--- src/rtl/riscv_pkg.sv ---
// Shared encodings for the minimal RV32I core: opcodes, sequencer states,
// datapath mux selects and the decoded instruction class.
package riscv_pkg;

   localparam logic [6:0] OPC_LUI    = 7'b0110111;
   localparam logic [6:0] OPC_AUIPC  = 7'b0010111;
   localparam logic [6:0] OPC_JAL    = 7'b1101111;
   localparam logic [6:0] OPC_JALR   = 7'b1100111;
   localparam logic [6:0] OPC_BRANCH = 7'b1100011;
   localparam logic [6:0] OPC_LOAD   = 7'b0000011;
   localparam logic [6:0] OPC_STORE  = 7'b0100011;
   localparam logic [6:0] OPC_OPIMM  = 7'b0010011;
   localparam logic [6:0] OPC_OP     = 7'b0110011;

   typedef enum logic [2:0] {
      ST_FETCH     = 3'd0,
      ST_DECODE    = 3'd1,
      ST_EXECUTE   = 3'd2,
      ST_MEMORY    = 3'd3,
      ST_WRITEBACK = 3'd4,
      ST_HALT      = 3'd5
   } state_e;

   typedef enum logic [2:0] {
      IMM_I = 3'd0,
      IMM_S = 3'd1,
      IMM_B = 3'd2,
      IMM_U = 3'd3,
      IMM_J = 3'd4
   } imm_sel_e;

   typedef enum logic [1:0] {
      PC_PLUS4 = 2'd0,
      PC_IMM   = 2'd1,
      PC_JALR  = 2'd2
   } pc_sel_e;

   typedef enum logic [1:0] {
      WB_ALU  = 2'd0,
      WB_LOAD = 2'd1,
      WB_PC4  = 2'd2
   } wb_sel_e;

   typedef enum logic [3:0] {
      CLS_LUI    = 4'd0,
      CLS_AUIPC  = 4'd1,
      CLS_JAL    = 4'd2,
      CLS_JALR   = 4'd3,
      CLS_BRANCH = 4'd4,
      CLS_LOAD   = 4'd5,
      CLS_STORE  = 4'd6,
      CLS_OPIMM  = 4'd7,
      CLS_OP     = 4'd8
   } iclass_e;

   // Immediate format used for the ALU operand / address of each class.
   function automatic imm_sel_e class_imm(input iclass_e cls);
      case (cls)
         CLS_LUI, CLS_AUIPC: return IMM_U;
         CLS_JAL:            return IMM_J;
         CLS_BRANCH:         return IMM_B;
         CLS_STORE:          return IMM_S;
         default:            return IMM_I;
      endcase
   endfunction

   // Branches compare rs1/rs2 and OP is register-register; all else takes the immediate.
   function automatic logic class_uses_imm(input iclass_e cls);
      return !(cls == CLS_BRANCH || cls == CLS_OP);
   endfunction

endpackage

--- src/rtl/op_classify.sv ---
// Combinational opcode/funct3 classifier; flags encodings the core does not implement.
module op_classify
   import riscv_pkg::*;
(
   input  logic [6:0] opcode_i,
   input  logic [2:0] funct3_i,
   output iclass_e    class_o,
   output logic       legal_o
);

   always_comb begin
      class_o = CLS_LUI;
      legal_o = 1'b0;
      case (opcode_i)
         OPC_LUI:    begin class_o = CLS_LUI;    legal_o = 1'b1; end
         OPC_AUIPC:  begin class_o = CLS_AUIPC;  legal_o = 1'b1; end
         OPC_JAL:    begin class_o = CLS_JAL;    legal_o = 1'b1; end
         OPC_JALR:   begin class_o = CLS_JALR;   legal_o = (funct3_i == 3'd0); end
         OPC_BRANCH: begin
            class_o = CLS_BRANCH;
            legal_o = (funct3_i != 3'd2) && (funct3_i != 3'd3);
         end
         OPC_LOAD: begin
            class_o = CLS_LOAD;
            legal_o = (funct3_i != 3'd3) && (funct3_i != 3'd6) && (funct3_i != 3'd7);
         end
         OPC_STORE:  begin class_o = CLS_STORE;  legal_o = (funct3_i <= 3'd2); end
         OPC_OPIMM:  begin class_o = CLS_OPIMM;  legal_o = 1'b1; end
         OPC_OP:     begin class_o = CLS_OP;     legal_o = 1'b1; end
         default:    begin class_o = CLS_LUI;    legal_o = 1'b0; end
      endcase
   end

endmodule

--- src/rtl/control_sequencer.sv ---
// Multi-cycle FETCH/DECODE/EXECUTE/MEMORY/WRITEBACK sequencer for the RV32I core,
// with halt on unsupported encodings and a retired-instruction counter.
module control_sequencer
   import riscv_pkg::*;
#(
   parameter state_e RESET_STATE = ST_FETCH
) (
   input  logic        clock,
   input  logic        reset_n,
   input  logic [6:0]  opcode,
   input  logic [2:0]  funct3,
   output logic        imem_req,
   input  logic        imem_ready,
   output logic        ir_load,
   output logic        dmem_req,
   output logic        dmem_we,
   input  logic        dmem_ready,
   input  logic        branch_taken,
   output logic        alu_src_b,
   output logic [2:0]  imm_sel,
   output logic        pc_load,
   output logic [1:0]  pc_sel,
   output logic        rf_write,
   output logic [1:0]  wb_sel,
   output logic        halted,
   output logic [2:0]  state,
   output logic [31:0] retired_count
);

   state_e      state_q, state_d;
   iclass_e     cls_q, cls_d;
   logic [31:0] retired_q;
   logic        retire;

   iclass_e     dec_cls;
   logic        dec_legal;

   logic        imem_req_c, ir_load_c, dmem_req_c, dmem_we_c, alu_src_b_c;
   logic        pc_load_c, rf_write_c, halted_c;
   imm_sel_e    imm_sel_c;
   pc_sel_e     pc_sel_c;
   wb_sel_e     wb_sel_c;

   op_classify u_op_classify (
      .opcode_i (opcode),
      .funct3_i (funct3),
      .class_o  (dec_cls),
      .legal_o  (dec_legal)
   );

   always_ff @(posedge clock) begin
      if (!reset_n) begin
         state_q   <= RESET_STATE;
         cls_q     <= CLS_LUI;
         retired_q <= '0;
      end else begin
         state_q <= state_d;
         cls_q   <= cls_d;
         if (retire) retired_q <= retired_q + 32'd1;
      end
   end

   always_comb begin
      state_d     = state_q;
      cls_d       = cls_q;
      retire      = 1'b0;
      imem_req_c  = 1'b0;
      ir_load_c   = 1'b0;
      dmem_req_c  = 1'b0;
      dmem_we_c   = 1'b0;
      alu_src_b_c = 1'b0;
      imm_sel_c   = IMM_I;
      pc_load_c   = 1'b0;
      pc_sel_c    = PC_PLUS4;
      rf_write_c  = 1'b0;
      wb_sel_c    = WB_ALU;
      halted_c    = 1'b0;
      case (state_q)
         ST_FETCH: begin
            imem_req_c = 1'b1;
            if (imem_ready) begin
               ir_load_c = 1'b1;
               state_d   = ST_DECODE;
            end
         end
         ST_DECODE: begin
            cls_d   = dec_cls;
            state_d = dec_legal ? ST_EXECUTE : ST_HALT;
         end
         ST_EXECUTE: begin
            alu_src_b_c = class_uses_imm(cls_q);
            imm_sel_c   = class_imm(cls_q);
            case (cls_q)
               CLS_BRANCH: begin
                  pc_load_c = 1'b1;
                  pc_sel_c  = branch_taken ? PC_IMM : PC_PLUS4;
                  retire    = 1'b1;
                  state_d   = ST_FETCH;
               end
               CLS_LOAD, CLS_STORE: state_d = ST_MEMORY;
               default:             state_d = ST_WRITEBACK;
            endcase
         end
         ST_MEMORY: begin
            // Address operands stay selected for the whole access, including wait cycles.
            dmem_req_c  = 1'b1;
            dmem_we_c   = (cls_q == CLS_STORE);
            alu_src_b_c = class_uses_imm(cls_q);
            imm_sel_c   = class_imm(cls_q);
            if (dmem_ready) begin
               if (cls_q == CLS_STORE) begin
                  pc_load_c = 1'b1;
                  retire    = 1'b1;
                  state_d   = ST_FETCH;
               end else begin
                  state_d = ST_WRITEBACK;
               end
            end
         end
         ST_WRITEBACK: begin
            rf_write_c = 1'b1;
            pc_load_c  = 1'b1;
            retire     = 1'b1;
            state_d    = ST_FETCH;
            case (cls_q)
               CLS_LOAD: wb_sel_c = WB_LOAD;
               CLS_JAL:  begin wb_sel_c = WB_PC4; pc_sel_c = PC_IMM;  end
               CLS_JALR: begin wb_sel_c = WB_PC4; pc_sel_c = PC_JALR; end
               default:  wb_sel_c = WB_ALU;
            endcase
         end
         ST_HALT: halted_c = 1'b1;
         default: state_d = RESET_STATE;
      endcase
   end

   // Reset forces every output low at once, abandoning any pending memory request.
   assign imem_req      = reset_n & imem_req_c;
   assign ir_load       = reset_n & ir_load_c;
   assign dmem_req      = reset_n & dmem_req_c;
   assign dmem_we       = reset_n & dmem_we_c;
   assign alu_src_b     = reset_n & alu_src_b_c;
   assign imm_sel       = reset_n ? imm_sel_c : 3'd0;
   assign pc_load       = reset_n & pc_load_c;
   assign pc_sel        = reset_n ? pc_sel_c : 2'd0;
   assign rf_write      = reset_n & rf_write_c;
   assign wb_sel        = reset_n ? wb_sel_c : 2'd0;
   assign halted        = reset_n & halted_c;
   assign state         = reset_n ? state_q : 3'd0;
   assign retired_count = reset_n ? retired_q : 32'd0;

endmodule

--- config.mk ---
export PLATFORM = sky130hd
export DESIGN_NAME = control_sequencer
export DESIGN_NICKNAME = d
export VERILOG_FILES = /design/src/rtl/riscv_pkg.sv /design/src/rtl/op_classify.sv /design/src/rtl/control_sequencer.sv
export SDC_FILE = /design/constraint.sdc
export NUM_CORES = 1
export LEC_CHECK = 0
export ABC_AREA = 1
export BUFFER_PORTS_ARGS = -buffer_cell sky130_fd_sc_hd__buf_4
export CORE_MARGIN = 1
export CORE_UTILIZATION = 35
export CTS_BUF_LIST = sky130_fd_sc_hd__clkbuf_16
export DETAILED_ROUTE_END_ITERATION = 8
export GPL_TIMING_DRIVEN = 0
export HOLD_SLACK_MARGIN = 0.06
export PLACE_DENSITY = 0.61
export SYNTH_ARGS = -nofsm -noshare
export SYNTH_HDL_FRONTEND = slang
export SYNTH_SLANG_ARGS = --single-unit
export TNS_END_PERCENT = 5
--- constraint.sdc ---
create_clock -name clock -period 1.5 [get_ports clock]
set_input_delay 0.3 -clock clock [delete_from_list [all_inputs] [get_ports clock]]
set_output_delay 0.3 -clock clock [all_outputs]
set_load 0.02 [all_outputs]
## Word level (Yosys, flattened, before mapping)

Index checks and enable logic that the tools add are counted.

| word-level totals | value |
|---|---|
| register bits | 39 |
| latch bits | 0 |
| RAM bits | 0 |
| bits in read-only memories | 0 |
| input bits | 15 |
| output and inout port bits | 50 |
| logic and storage cells | 88 |
| memories kept | 0 |

| cells by class | value |
|---|---|
| add/subtract/negate cells | 1 |
| multiply operators | 0 |
| divide/modulo/power cells | 0 |
| order comparisons | 1 |
| equal/unequal tests | 27 |
| shift operators | 0 |
| muxes and demuxes | 33 |
| bitwise logic cells | 9 |
| reduce and logical (&&, ||, !) cells | 14 |

Operator list:

| operator | number |
|---|---|
| $add 32x1->32 const B | 1 |
| $mux 32 | 1 |
| $pmux 4 s8 | 1 |
| $eq 7x6->1 const B | 3 |
| $eq 7x7->1 const B | 3 |
| $mux 3 | 7 |
| $pmux 3 s5 | 1 |
| $eq 7x5->1 const B | 2 |
| $mux 1 | 13 |
| $eq 4x3->1 const B | 3 |
| $pmux 2 s2 | 3 |
| $pmux 3 s4 | 1 |
| $and 1x1->1 | 8 |
| $eq 4x2->1 const B | 2 |
| $reduce_or 2->1 | 4 |
| $eq 7x2->1 const B | 1 |
| $eq 3x2->1 const B | 2 |
| $eq 3x3->1 const B | 2 |
| $logic_not 3->1 | 2 |
| $mux 2 | 3 |
| $ne 3x2->1 const B | 2 |
| $ne 3x3->1 const B | 2 |
| $pmux 3 s2 | 1 |
| $pmux 1 s5 | 1 |
| other kinds (13) | 16 |

## Longest topological paths before layout

| logic depth | value |
|---|---|
| depth after elaboration | 6 |
| mapped depth | 11 |
| mapped depth without buffers | 11 |

## Modules after synthesis

A second synthesis with hierarchy kept.

| second synthesis, totals | value |
|---|---|
| cells, all modules | 516 |
| area, all modules | 2966.6 um2 |

Modules (own cells, without submodules):

| module | instances | cells an instance | area each (um2) | seq. area each (um2) |
|---|---|---|---|---|
| control_sequencer | 1 | 470 | 2730.1 | 780.7 |
| op_classify | 1 | 46 | 236.5 | 0.0 |

## Worst setup path before layout

Ideal clock, no wire load.

| timing | value |
|---|---|
| kind | input-to-output |
| start point | in reset_n |
| end point | out wb_sel[0] |
| arrival | 1659 ps |
| data required time | 1200 ps |
| slack | -459 ps |
| stages on the path | 5 |
| buffers on the path | 1 |
| cells stage by stage | buf_2 > nand2_1 > nor2_1 > inv_1 > nor4_1 |

| on the way | value |
|---|---|
| cells in the longest elaborated chain, start to end | 1 |

Ends and longest elaborated chain:

| element | line | text |
|---|---|---|
| from (decl) | control_sequencer.sv:9 | `input logic reset_n,` |
| $mux 2 | control_sequencer.sv:147 | `assign wb_sel = reset_n ? wb_sel_c : 2'd0;` |
| to (decl) | control_sequencer.sv:24 | `output logic [1:0] wb_sel,` |

No other way between the ends.

## Worst setup path after layout

| timing | value |
|---|---|
| start point | reg cls_q[2] |
| end point | out pc_load |

| on the way | value |
|---|---|
| cells in the longest elaborated chain, start to end | 5 |
| elaborated cells between the ends (all ways) | 7 |
| those cells by class | eq/ne: 2; mux: 4; bitwise: 1 |

Ends and longest elaborated chain:

| element | line | text |
|---|---|---|
| from (decl) | control_sequencer.sv:31 | `iclass_e cls_q, cls_d;` |
| from (signal assigned) | control_sequencer.sv:58 | `cls_q <= cls_d;` |
| $eq 4x3->1 | control_sequencer.sv:111 | `if (cls_q == CLS_STORE) begin` |
| $mux 1 | control_sequencer.sv:111 |  |
| $mux 1 | control_sequencer.sv:110 | `if (dmem_ready) begin` |
| $pmux 1 s3 (*) | control_sequencer.sv:78 | `case (state_q)` |
| $and 1x1->1 (*) | control_sequencer.sv:144 | `assign pc_load = reset_n & pc_load_c;` |
| to (decl) | control_sequencer.sv:21 | `output logic pc_load,` |

Mark *: on every way between the ends. The rest lies on a longest branch, timed or not.

==> flow_results.xml <==
<?xml version="1.0" encoding="UTF-8"?>
<metrics>
  <group name="yosys">
    <metric name="yosysWarningCount" unit="">0</metric>
    <metric name="postSynthAreaPerCell" unit="um2">5.593</metric>
    <metric name="yosysTopAreaCell" unit="">sky130_fd_sc_hd__dfxtp_1</metric>
    <metric name="post_synth_main_area_contributors" unit="">sky130_fd_sc_hd__dfxtp_1 26%, sky130_fd_sc_hd__nand2_1 26%, sky130_fd_sc_hd__nor2_1 10%</metric>
    <metric name="synth_edf_count" unit="">0</metric>
    <metric name="ys_dominant_reg_cell" unit="">sky130_fd_sc_hd__dfxtp_1</metric>
    <metric name="async_reset_ff_share" unit="%">0</metric>
    <metric name="ffs_latches_synth" unit="">39</metric>
    <metric name="synth.distinct_cells" unit="">39</metric>
    <metric name="syn-num-nets" unit="">552</metric>
    <metric name="post_synth_instance_area" unit="um2">2998</metric>
    <metric name="synth_cells" unit="">536</metric>
    <metric name="synth_top_area_share" unit="%">26.04</metric>
    <metric name="synth-seq-area-share" unit="%">26.04</metric>
  </group>
  <group name="run">
    <metric name="cap_viol_max_count" unit="">0</metric>
  </group>
  <group name="setup_path">
    <metric name="criticalPathCategory" unit="">flip-flop to primary output</metric>
    <metric name="critPathMaxStageDelay" unit="ps">390</metric>
    <metric name="crit_path_start_kind" unit="">flip-flop</metric>
    <metric name="required_time_at_the_worst_slack_endpoint" unit="ps">1200</metric>
    <metric name="cp-end-kind" unit="">primary output</metric>
    <metric name="cpMostUsedCell" unit="">sky130_fd_sc_hd__nor2_4</metric>
    <metric name="crit_path_cell_trace" unit="">inv_4 -&gt; nor2_4 -&gt; nand2_4 -&gt; nor2_4 -&gt; nor2_4 -&gt; nand2_4 -&gt; inv_6 -&gt; nor2_4 -&gt; buf_6</metric>
    <metric name="slowest_stage_cell_cp" unit="">sky130_fd_sc_hd__dfxtp_4</metric>
    <metric name="rr_endpoint" unit="">retired_q[10]$_SDFFE_PN0P_</metric>
    <metric name="reg2reg_from" unit="">cls_q[2]$_SDFFE_PN0N_</metric>
    <metric name="timing.critical_path.fanout_max" unit="">4</metric>
    <metric name="reg2regPathDepth" unit="">11</metric>
    <metric name="critical_path_arrival" unit="ps">1450</metric>
    <metric name="ff2ff_setup_slack" unit="ps">-130</metric>
  </group>
  <group name="global_routing">
    <metric name="grt_remaining_overflow" unit="">0</metric>
    <metric name="grtUsageTotal" unit="%">21.79</metric>
    <metric name="pin_count_of_the_biggest_net_entering_global_routing" unit="">13</metric>
    <metric name="number_of_antenna_violations_at_the_first_check_in_global_routing" unit="">0</metric>
    <metric name="grt_pass1_vias" unit="">3194</metric>
    <metric name="global_route_wire_length_before_repair" unit="mm">15.06</metric>
  </group>
  <group name="detailed_routing">
    <metric name="remaining_drc_errors" unit="">0</metric>
    <metric name="vias_per_cell" unit="">4.833</metric>
    <metric name="routed_wirelength" unit="mm">9.627</metric>
    <metric name="route.antenna.remaining_nets" unit="">0</metric>
    <metric name="first_iter_violations" unit="">182</metric>
    <metric name="via_count" unit="">3552</metric>
    <metric name="routedWlPerCell" unit="um">13.10</metric>
    <metric name="detailedRoute.firstPassIterationCount" unit="">5</metric>
  </group>
  <group name="cts">
    <metric name="cts_tree" unit="">built</metric>
    <metric name="clk_path_buf_depth" unit="">2</metric>
    <metric name="path_clk_slew" unit="ps">60</metric>
    <metric name="cts_hold_buffers" unit="">0</metric>
    <metric name="cts_inserted_buffers" unit="">5</metric>
    <metric name="num_clock_sinks" unit="">39</metric>
    <metric name="clock_latency" unit="ps">290</metric>
    <metric name="ctsRootBufferMaster" unit="">sky130_fd_sc_hd__clkbuf_16</metric>
    <metric name="ctsHtreeMaxLevel" unit="">2</metric>
  </group>
  <group name="sta">
    <metric name="period_share" unit="%">116.3</metric>
    <metric name="slew_violations" unit="">0</metric>
    <metric name="rsz_0062_raised_after_global_routing" unit="">true</metric>
    <metric name="worst_relative_slew_slack" unit="%">64.30</metric>
    <metric name="worst_pin_slew" unit="ps">535.5</metric>
    <metric name="setup-violations-final" unit="">25</metric>
    <metric name="skew_final" unit="ps">4.768</metric>
    <metric name="worst_slack" unit="ps">-245.1</metric>
    <metric name="layout_min_cycle_time" unit="ps">1745</metric>
    <metric name="max_clock_freq" unit="MHz">573.0</metric>
    <metric name="tns" unit="ps">-2304</metric>
    <metric name="holdWs" unit="ps">383.7</metric>
    <metric name="hold_viol_final" unit="">0</metric>
  </group>
  <group name="floorplan">
    <metric name="core" unit="um2">8258</metric>
    <metric name="die_y" unit="um">94.55</metric>
    <metric name="num_io_pins" unit="">65</metric>
    <metric name="row_count" unit="">33</metric>
    <metric name="fp.dieW" unit="um">94.55</metric>
    <metric name="starting_density_of_the_core" unit="%">36.30</metric>
    <metric name="die_area" unit="um2">8940</metric>
  </group>
  <group name="place">
    <metric name="finalWeightedCongestion" unit="">0.8709</metric>
    <metric name="pre_cts_slack" unit="ps">-457.7</metric>
    <metric name="detailedPlacementHpwl" unit="mm">7.136</metric>
    <metric name="placement.io_buffers" unit="">63</metric>
  </group>
  <group name="final_layout">
    <metric name="post_route_cells_drive_above_1_share" unit="%">29.52</metric>
    <metric name="finalCoreUtilization" unit="%">51.39</metric>
    <metric name="layout-area-overhead-vs-synth" unit="%">41.57</metric>
    <metric name="antenna_diode_instance_count" unit="">0</metric>
    <metric name="net_count_final" unit="">645</metric>
  </group>
  <group name="status">
    <metric name="violations" unit="">negative setup slack</metric>
    <metric name="run_status" unit="">finished, violations left</metric>
  </group>
  <group name="power">
    <metric name="power.leakage" unit="uW">0.002004</metric>
    <metric name="power_density_of_the_placed_cells" unit="nW/um2">956.9</metric>
    <metric name="post-layout-total-power" unit="uW">4061</metric>
    <metric name="peakVddDrop" unit="uV">572.6</metric>
  </group>
  <group name="hold_path">
    <metric name="worst_hold_startpoint" unit="">reset_n</metric>
    <metric name="hold-path-cell-count" unit="">3</metric>
    <metric name="holdPathEnd" unit="">retired_q[6]$_SDFFE_PN0P_</metric>
    <metric name="min-delay-path-class" unit="">input pin to flip-flop</metric>
  </group>
</metrics>
==> layout make-up <==
cell class,count,area (um2)
plain buffers,13,100.1
well taps,105,131.4
fillers,865,4014
repair buffers,87,671.9
multi-input cells,407,2042
clock buffers,5,125.1
flip-flops and latches,39,824.5
inverters,76,310.3
clock inverters,3,38.79
==> registers in the layout, summed over array words and instances, names as in the netlist <==
| register | count |
|---|---|
| cls_q | 4 |
| state_q | 3 |
| retired_q | 32 |
==> report_power, final <==
part / internal, uW / switching, uW / total (uW)
logic: 634 / 870 / 1500
registers: 1150 / 164 / 1320
clock network: 777 / 461 / 1240
total: 2570 / 1500 / 4060
==> logic make-up after synthesis <==
group / Yosys count / synth area share [%]
and+or+nand+nor: 347 / 49.50
buffers and inverters: 90 / 12.52
adders and majority gates: 1 / 0.4173
xor gates and xnor gates: 7 / 2.045
DFF: 39 / 26.04
AOI/OAI and AO/OA: 52 / 9.474
==> layout by cell type, fill, tap and decap left out, types with 3 or more instances in the layout <==
master,n
sky130_fd_sc_hd__nand3b_1,12
sky130_fd_sc_hd__dfxtp_1,18
sky130_fd_sc_hd__inv_4,6
sky130_fd_sc_hd__dfxtp_4,7
sky130_fd_sc_hd__nand2_1,204
sky130_fd_sc_hd__nand2_4,5
sky130_fd_sc_hd__nor2_4,12
sky130_fd_sc_hd__nor3_2,8
sky130_fd_sc_hd__buf_2,3
sky130_fd_sc_hd__inv_2,3
sky130_fd_sc_hd__o211ai_1,4
sky130_fd_sc_hd__inv_1,65
sky130_fd_sc_hd__buf_6,10
sky130_fd_sc_hd__clkbuf_16,5
sky130_fd_sc_hd__o21ai_0,7
sky130_fd_sc_hd__a21oi_1,30
sky130_fd_sc_hd__nor3_1,5
sky130_fd_sc_hd__nand3_1,12
sky130_fd_sc_hd__nor2_1,65
sky130_fd_sc_hd__nor2_2,10
sky130_fd_sc_hd__buf_4,83
sky130_fd_sc_hd__xor2_1,6
sky130_fd_sc_hd__and3_1,4
sky130_fd_sc_hd__dfxtp_2,14
==> synthesized netlist by cell type, types with 2 or more instances <==
cell type                  count
sky130_fd_sc_hd__a211oi_1      2
sky130_fd_sc_hd__a21oi_1      31
sky130_fd_sc_hd__and3_1        4
sky130_fd_sc_hd__buf_1         3
sky130_fd_sc_hd__buf_4         3
sky130_fd_sc_hd__buf_6         3
sky130_fd_sc_hd__clkbuf_1      4
sky130_fd_sc_hd__dfxtp_1      39
sky130_fd_sc_hd__inv_1        69
sky130_fd_sc_hd__inv_2         5
sky130_fd_sc_hd__nand2_1     207
sky130_fd_sc_hd__nand2_2       2
sky130_fd_sc_hd__nand3_1      13
sky130_fd_sc_hd__nand3b_1     12
sky130_fd_sc_hd__nand4_1       2
sky130_fd_sc_hd__nor2_1       82
sky130_fd_sc_hd__nor2_2        2
sky130_fd_sc_hd__nor2_4        3
sky130_fd_sc_hd__nor3_1       11
sky130_fd_sc_hd__nor3_2        3
sky130_fd_sc_hd__o211ai_1      4
sky130_fd_sc_hd__o21ai_0       9
sky130_fd_sc_hd__o21ai_1       2
sky130_fd_sc_hd__xor2_1        6
==> per-layer routing <==
layer | global-route usage (%) | wire length [um] | vias to the layer above
met4 | 6.692 | 115 | 0
li1 | - | - | 1845
met2 | 36.41 | 4392 | 93
met1 | 28.72 | 4657 | 1601
met5 | 0 | 0 | -
met3 | 3.382 | 461 | 13
==> through the flow <==
stage,std cells,cell area [um2]
after floorplan,536,3030
after global placement,704,3635
after detailed placement,704,3635
after CTS,728,4063
after global routing,735,4244
final,735,4244
==> worst max path at each step <==
stage | from | to | slack [ps] | cells past startpoint
3_3_place_gp | reset_n | ir_load | -470 | 5
5_1_grt | cls_q[2]$_SDFFE_PN0N_ | pc_load | -280 | 9
4_1_cts | cls_q[1]$_SDFFE_PN0N_ | pc_load | -270 | 9
2_1_floorplan | reset_n | ir_load | -100 | 4
6_report | cls_q[2]$_SDFFE_PN0N_ | pc_load | -250 | 9
3_5_place_dp | reset_n | ir_load | -460 | 5
==> worst max-delay path, delay by kind of cell (launching register included) <==
family	cells	cell delay (ps)
flip-flops	1	390
buffers and inverters	3	210
AND/OR/NAND/NOR	6	560
==> repair_timing <==
action	CTS	global route
buffers inserted	16	8
gates resized for setup	55	48
pin swaps	17	15
endpoints found under the setup margin	68	60
No activity file was read; power rests on OpenSTA's default activity.
